`src/rtl/r5fp_idiv_radix4_if.sv`:
```
// ---------------------------------------------------------------------------
// r5fp_idiv_radix4_if
// Handshake bundle between the FP divide front-end (master) and the
// radix-4 fractional integer divider (slave).
//   idiv_N      master->slave  W  dividend (N < 2*D expected)
//   idiv_D      master->slave  W  divisor
//   idiv_strobe master->slave  1  start request, honoured while ready=1
//   idiv_Quo    slave->master  W  quotient floor(N*2^(W-1)/D)
//   idiv_Rem    slave->master  W  remainder, < D
//   idiv_done   slave->master  1  one-cycle result-valid pulse
//   idiv_ready  slave->master  1  a strobe is accepted this cycle
// ---------------------------------------------------------------------------
interface r5fp_idiv_radix4_if #(
  parameter int W = 26
);
  logic [W-1:0] idiv_N;
  logic [W-1:0] idiv_D;
  logic         idiv_strobe;
  logic [W-1:0] idiv_Quo;
  logic [W-1:0] idiv_Rem;
  logic         idiv_done;
  logic         idiv_ready;

  modport master (
    output idiv_N, idiv_D, idiv_strobe,
    input  idiv_Quo, idiv_Rem, idiv_done, idiv_ready
  );

  modport slave (
    input  idiv_N, idiv_D, idiv_strobe,
    output idiv_Quo, idiv_Rem, idiv_done, idiv_ready
  );
endinterface

```
`src/rtl/r5fp_idiv_radix4.sv`:
```
// ---------------------------------------------------------------------------
// r5fp_idiv_radix4
// Iterative radix-4 restoring fractional divider. On an accepted strobe it
// computes Quo = floor(N*2^(W-1)/D) and Rem = N*2^(W-1) - Quo*D, retiring two
// quotient bits per cycle over W/2 cycles, then pulses done for one cycle.
// Ports:
//   clk    in  rising-edge clock
//   reset  in  synchronous active-high reset (aborts any running operation)
//   idiv   slave modport of r5fp_idiv_radix4_if (operands, strobe, results,
//          done, ready)
// D = 0 yields Quo = all ones and Rem = 0 with unchanged latency.
// ---------------------------------------------------------------------------
module r5fp_idiv_radix4 #(
  parameter int W = 26
) (
  input  logic                  clk,
  input  logic                  reset,
  r5fp_idiv_radix4_if.slave     idiv
);
  localparam int CW = $clog2(W / 2 + 1);

  typedef enum logic [1:0] {
    S_IDLE,
    S_RUN,
    S_DONE
  } state_t;

  state_t         r_state;
  logic [CW-1:0]  r_cnt;
  logic [W+1:0]   r_rem;    // partial remainder R
  logic [W-1:0]   r_shift;  // remaining dividend bits, consumed MSB first
  logic [W-1:0]   r_quo;
  logic [W+1:0]   r_d1;     // D, 2D, 3D captured once per operation
  logic [W+1:0]   r_d2;
  logic [W+1:0]   r_d3;
  logic           r_dz;     // divisor was zero
  logic           r_done;
  logic           r_ready;

  logic [W+1:0]   w_t;
  logic [W+1:0]   w_sub;
  logic [1:0]     w_q;
  logic [W+1:0]   w_r_next;
  logic [W+1:0]   w_d1_in;
  logic [W+1:0]   w_d2_in;
  logic           w_accept;
  logic           w_unused;

  assign w_accept = r_ready && idiv.idiv_strobe;
  assign w_d1_in  = {2'b00, idiv.idiv_D};
  assign w_d2_in  = {1'b0, idiv.idiv_D, 1'b0};

  // T = 4R + next two dividend bits. R < D < 2^W, so the top two bits of R
  // are never needed when the N < 2D contract holds.
  assign w_t = {r_rem[W-1:0], r_shift[W-1:W-2]};

  // Top remainder bits only matter under contract violation, where results
  // are unspecified anyway.
  assign w_unused = ^r_rem[W+1:W];

  always_comb begin
    w_q   = 2'd0;
    w_sub = '0;
    if (w_t >= r_d3) begin
      w_q   = 2'd3;
      w_sub = r_d3;
    end else if (w_t >= r_d2) begin
      w_q   = 2'd2;
      w_sub = r_d2;
    end else if (w_t >= r_d1) begin
      w_q   = 2'd1;
      w_sub = r_d1;
    end
    w_r_next = w_t - w_sub;
  end

  always_ff @(posedge clk) begin
    if (reset) begin
      r_state <= S_IDLE;
      r_cnt   <= '0;
      r_rem   <= '0;
      r_shift <= '0;
      r_quo   <= '0;
      r_d1    <= '0;
      r_d2    <= '0;
      r_d3    <= '0;
      r_dz    <= 1'b0;
      r_done  <= 1'b0;
      r_ready <= 1'b1;
    end else begin
      case (r_state)
        S_RUN: begin
          r_shift <= {r_shift[W-3:0], 2'b00};
          r_quo   <= {r_quo[W-3:0], w_q};
          // With D = 0 every compare passes (q = 3) and R would grow without
          // bound; pin it to zero so the final Rem is 0.
          r_rem   <= r_dz ? '0 : w_r_next;
          r_cnt   <= r_cnt - CW'(1);
          if (r_cnt <= CW'(1)) begin
            r_state <= S_DONE;
            r_done  <= 1'b1;
            r_ready <= 1'b1;
          end
        end
        default: begin  // S_IDLE, S_DONE: both accept a new strobe
          r_done <= 1'b0;
          if (w_accept) begin
            r_state <= S_RUN;
            r_ready <= 1'b0;
            r_cnt   <= CW'(W / 2);
            r_rem   <= {3'b000, idiv.idiv_N[W-1:1]};
            r_shift <= {idiv.idiv_N[0], {(W-1){1'b0}}};
            r_quo   <= '0;
            r_d1    <= w_d1_in;
            r_d2    <= w_d2_in;
            r_d3    <= w_d1_in + w_d2_in;
            r_dz    <= (idiv.idiv_D == '0);
          end else begin
            r_state <= S_IDLE;
            r_ready <= 1'b1;
          end
        end
      endcase
    end
  end

  assign idiv.idiv_Quo   = r_quo;
  assign idiv.idiv_Rem   = r_rem[W-1:0];
  assign idiv.idiv_done  = r_done;
  assign idiv.idiv_ready = r_ready;
endmodule
```
`src/flat_wrapper.sv`:
```
// flat-port wrapper written by rule: the top's interface ports become plain ports
module r5fp_idiv_radix4_flat 
#(
  parameter int W = 26
)
  (clk, reset, idiv_idiv_N, idiv_idiv_D, idiv_idiv_strobe, idiv_idiv_Quo, idiv_idiv_Rem, idiv_idiv_done, idiv_idiv_ready);
  r5fp_idiv_radix4_if #(.W(W)) idiv_i ();
  input  logic clk;
  input  logic reset;
  input wire logic [$bits(idiv_i.idiv_N)-1:0] idiv_idiv_N;
  input wire logic [$bits(idiv_i.idiv_D)-1:0] idiv_idiv_D;
  input wire logic [$bits(idiv_i.idiv_strobe)-1:0] idiv_idiv_strobe;
  output wire logic [$bits(idiv_i.idiv_Quo)-1:0] idiv_idiv_Quo;
  output wire logic [$bits(idiv_i.idiv_Rem)-1:0] idiv_idiv_Rem;
  output wire logic [$bits(idiv_i.idiv_done)-1:0] idiv_idiv_done;
  output wire logic [$bits(idiv_i.idiv_ready)-1:0] idiv_idiv_ready;
  assign idiv_i.idiv_N = idiv_idiv_N;
  assign idiv_i.idiv_D = idiv_idiv_D;
  assign idiv_i.idiv_strobe = idiv_idiv_strobe;
  assign idiv_idiv_Quo = idiv_i.idiv_Quo;
  assign idiv_idiv_Rem = idiv_i.idiv_Rem;
  assign idiv_idiv_done = idiv_i.idiv_done;
  assign idiv_idiv_ready = idiv_i.idiv_ready;
  r5fp_idiv_radix4 #(.W(W)) u_core (.clk(clk), .reset(reset), .idiv(idiv_i));
endmodule
```
`config.mk`:
```
export PLATFORM = sky130hd
export DESIGN_NAME = r5fp_idiv_radix4_flat
export DESIGN_NICKNAME = d
export VERILOG_FILES = /design/src/rtl/r5fp_idiv_radix4_if.sv /design/src/rtl/r5fp_idiv_radix4.sv /design/src/flat_wrapper.sv
export SDC_FILE = /design/constraint.sdc
export NUM_CORES = 1
export LEC_CHECK = 0
export ABC_CLOCK_PERIOD_IN_PS = 7100
export BUFFER_PORTS_ARGS = -buffer_cell sky130_fd_sc_hd__buf_2
export CORE_MARGIN = 4
export CORE_UTILIZATION = 40
export CTS_BUF_LIST = sky130_fd_sc_hd__clkbuf_2 sky130_fd_sc_hd__clkbuf_4 sky130_fd_sc_hd__clkbuf_8
export CTS_CLUSTER_DIAMETER = 150
export CTS_CLUSTER_SIZE = 8
export DETAILED_ROUTE_END_ITERATION = 16
export PLACE_DENSITY = 0.63
export SETUP_SLACK_MARGIN = 0.15
export SLEW_MARGIN = 0
export SYNTH_ARGS = -nofsm -noshare
export SYNTH_HDL_FRONTEND = slang
export SYNTH_SLANG_ARGS = --single-unit
```
`constraint.sdc`:
```
create_clock -name clk -period 7.1 [get_ports clk]
set_input_delay 1.42 -clock clk [delete_from_list [all_inputs] [get_ports clk]]
set_output_delay 1.42 -clock clk [all_outputs]
set_load 0.02 [all_outputs]
```
==> flow_metrics.env <==
export IMPL_synth_largest_area_cell="dfxtp_1"
export IMPL_wl_mm=25.5
export IMPL_numPortBuffers=108
export IMPL_yosys_top_cells_count="nand2_1, ha_1, a21oi_1, dfxtp_1, inv_1"
export IMPL_holdBufCountCts=0
export IMPL_hp_class="reg -> reg"
export IMPL_worst_setup_path_start_kind="flip-flop"
export IMPL_wl_per_cell_um=16.7
export IMPL_max_cap_violations=0
export IMPL_final_layout_size_suffix_gt1_share_pct=13.5
export IMPL_synth_fp_nets=1352
export IMPL_post_route_period_util_pct=80.3
export IMPL_synthAdderAreaFrac_pct=20.3
export IMPL_start_util_pct=41.1
export IMPL_insertion_delay_ns=0.46
export IMPL_rsz0062_at_grt="no"
export IMPL_path_max_fanout=17
export IMPL_yosys_cell_count_top_type="nand2_1"
export IMPL_drc_errors=0
export IMPL_drt_pass1_iterations=6
export IMPL_reg2reg_to="u_core.r_rem[22]"
export IMPL_fin_cells=1526
export IMPL_hold_viol_final=0
export IMPL_synth_simple_gate_area_share_pct=15.8
export IMPL_postSynthAreaPerCell_sq_um=7.88
export IMPL_setup_viol=0
export IMPL_h_tree_depth=4
export IMPL_drt_iter0_markers=579
export IMPL_hold_end="u_core.idiv.idiv_Quo[1]"
export IMPL_synth_area_leaders="dfxtp_1, ha_1, a21oi_1"
export IMPL_cp_arrival_ns=6.02
export IMPL_endpoint_kind="flip-flop"
export IMPL_slew_violations=0
export IMPL_syn_inst=1151
export IMPL_synth_top_family_by_area="compound AO/OA/AOI/OAI gates"
export IMPL_hpwl_mm=19.7
export IMPL_worst_hold_slack_ns=0.456
export IMPL_place_inst=1494
export IMPL_numCtsBuffers=17
export IMPL_cts_resized=0
export IMPL_clkSlewWorstSetupHoldPaths_ns=0.07
export IMPL_grt_usage_pct=20.5
export IMPL_die_h_um=159
export IMPL_nNetsFinal=1434
export IMPL_fp_row_count=54
export IMPL_vias=8472
export IMPL_grt_max_degree=80
export IMPL_rrSetupSlack_ns=1.40
export IMPL_ys_ff_latch=115
export IMPL_design_core_area_sq_mm=0.0221
export IMPL_pin_count=109
export IMPL_synth_compound_area_share_pct=28.6
export IMPL_min_from="u_core.idiv.idiv_Quo[1]"
export IMPL_status="completed"
export IMPL_antenna_cells=0
export IMPL_antenna_found_initial=0
export IMPL_grt_ovfl_total=0
export IMPL_grt_pass1_vias=7923
export IMPL_grt_pass1_wl_mm=41.4
export IMPL_cp_required_ns=7.42
export IMPL_critPathKind="reg -> reg"
export IMPL_area_growth_pct=13.5
export IMPL_synth_top_area_share_pct=25.4
export IMPL_fp_dieW_um=159
export IMPL_antenna_left=0
export IMPL_viasPerCell=5.55
export IMPL_worstMarginPinSlew_ns=1.13
export IMPL_fin_tns_setup_ns=0
export IMPL_r2r_start="u_core.r_d1[22]"
export IMPL_synthFlopType="dfxtp_1"
export IMPL_synth_edff_count=0
export IMPL_post_cts_buffers=0
export IMPL_yosysUniqueCellTypes=68
export IMPL_async_flop_share_pct=0
export IMPL_timing_hold_worst_path_depth=2
export IMPL_clockBufferDepth=2
export IMPL_slew_headroom_pct=24.1
export IMPL_yosysWarningCount=0
export IMPL_cts_tree="yes"
export IMPL_syn_cell_area_sq_mm=0.00907
export IMPL_synth_xor_area_share_pct=3.86
export IMPL_fin_crit_ns=5.70
export IMPL_r2r_cells=21
export IMPL_cts_sinks=115
export IMPL_dieArea_sq_mm=0.0252
export IMPL_synthMuxAreaShare_pct=0
export IMPL_ys_seq_area_share_pct=25.4
export IMPL_root_buffer="clkbuf_8"
export IMPL_fin_skew_ns=0.0147
export IMPL_gp_congestion=0.904
export IMPL_fmax_ghz=0.175
stage by stage:
step / worst slack [ns] / instance area [sq um] / util [%]
2_1_floorplan: 2.23 / 9070 / -
3_3_place_gp: 1.64 / 9850 / 44.6
3_5_place_dp: 1.58 / 9850 / 44.6
4_1_cts: 1.56 / 10300 / 46.6
5_1_grt: 1.03 / 10300 / 46.6
6_report: 1.40 / 10300 / 46.6
registers in the layout, summed over array words and instances (netlist names):
name                    cells
u_core.idiv.idiv_Quo       26
u_core.idiv.idiv_done       1
u_core.idiv.idiv_ready      1
u_core.r_cnt                4
u_core.r_d1                25
u_core.r_d3                28
u_core.r_dz                 1
u_core.r_rem               26
u_core.r_shift              1
u_core.r_state              2
cells in the final DEF, fill, tap and decap left out, types with 21 or more instances in the layout:
| cell | Yosys | layout |
|---|---|---|
| a21o_1 | 28 | 28 |
| a21oi_1 | 123 | 122 |
| a221o_1 | 27 | 27 |
| a22oi_1 | 21 | 21 |
| buf_2 | 1 | 107 |
| dfxtp_1 | 115 | 115 |
| ha_1 | 144 | 144 |
| inv_1 | 95 | 95 |
| nand2_1 | 147 | 147 |
| nand3_1 | 25 | 24 |
| nor2_1 | 74 | 73 |
| o21ai_0 | 55 | 55 |
| xnor2_1 | 23 | 23 |
worst max path at each step:
stage                          from          endpoint  cells past startpoint
detailed placement  u_core.r_d1[22]  u_core.r_rem[22]                     21
CTS                 u_core.r_d1[22]  u_core.r_rem[22]                     21
global route        u_core.r_d1[22]  u_core.r_rem[22]                     21
finish              u_core.r_d1[22]  u_core.r_rem[22]                     21
global placement    u_core.r_d1[22]  u_core.r_rem[22]                     21
floorplan           u_core.r_rem[1]  u_core.r_rem[22]                     22
critical path, cell delays in order (launching register included):
cell	delay, ns
dfxtp_1	0.38
inv_1	0.09
ha_1	0.34
nand4_1	0.09
nor4_1	0.67
a2111oi_0	0.28
nand2_1	0.11
nor3_1	0.11
nor2_2	0.62
a221o_1	0.25
o21ai_0	0.18
fa_1	0.51
a211oi_1	0.27
o21ai_0	0.14
o211ai_1	0.18
nor3_1	0.09
nor3_1	0.36
a311oi_1	0.20
a31oi_1	0.27
xnor2_1	0.09
a221oi_1	0.26
nor3_1	0.08
cells by family (layout without fill, tap and decap cells):
group                      after synthesis  after routing
AOI/OAI and AO/OA                      380            380
DFF                                    115            115
and+or+nand+nor                        322            322
xor gates and xnor gates                40             40
buffers and inverters                  148            243
adders and majority gates              146            146
final cells by class:
type	instances	area, sq um
fill	2174	11800
clock inverter	12	178
timing repair buffer	115	596
multi-input combinational	888	6240
tap	280	350
clock buffer	20	269
sequential	115	2300
inverter	96	360
per-layer routing:
layer  share of wire (%)  track usage, %  vias up
met2                  42            29.4      173
met3                 4.5            3.04       32
li1                    -               -     4355
met5                   0               0        -
met4                 2.1            6.74        0
met1                  52            31.0     3912
Power is left out: the tool's default activity adds up to more than one toggle a clock period on the data nets, which glitch-free logic cannot reach.
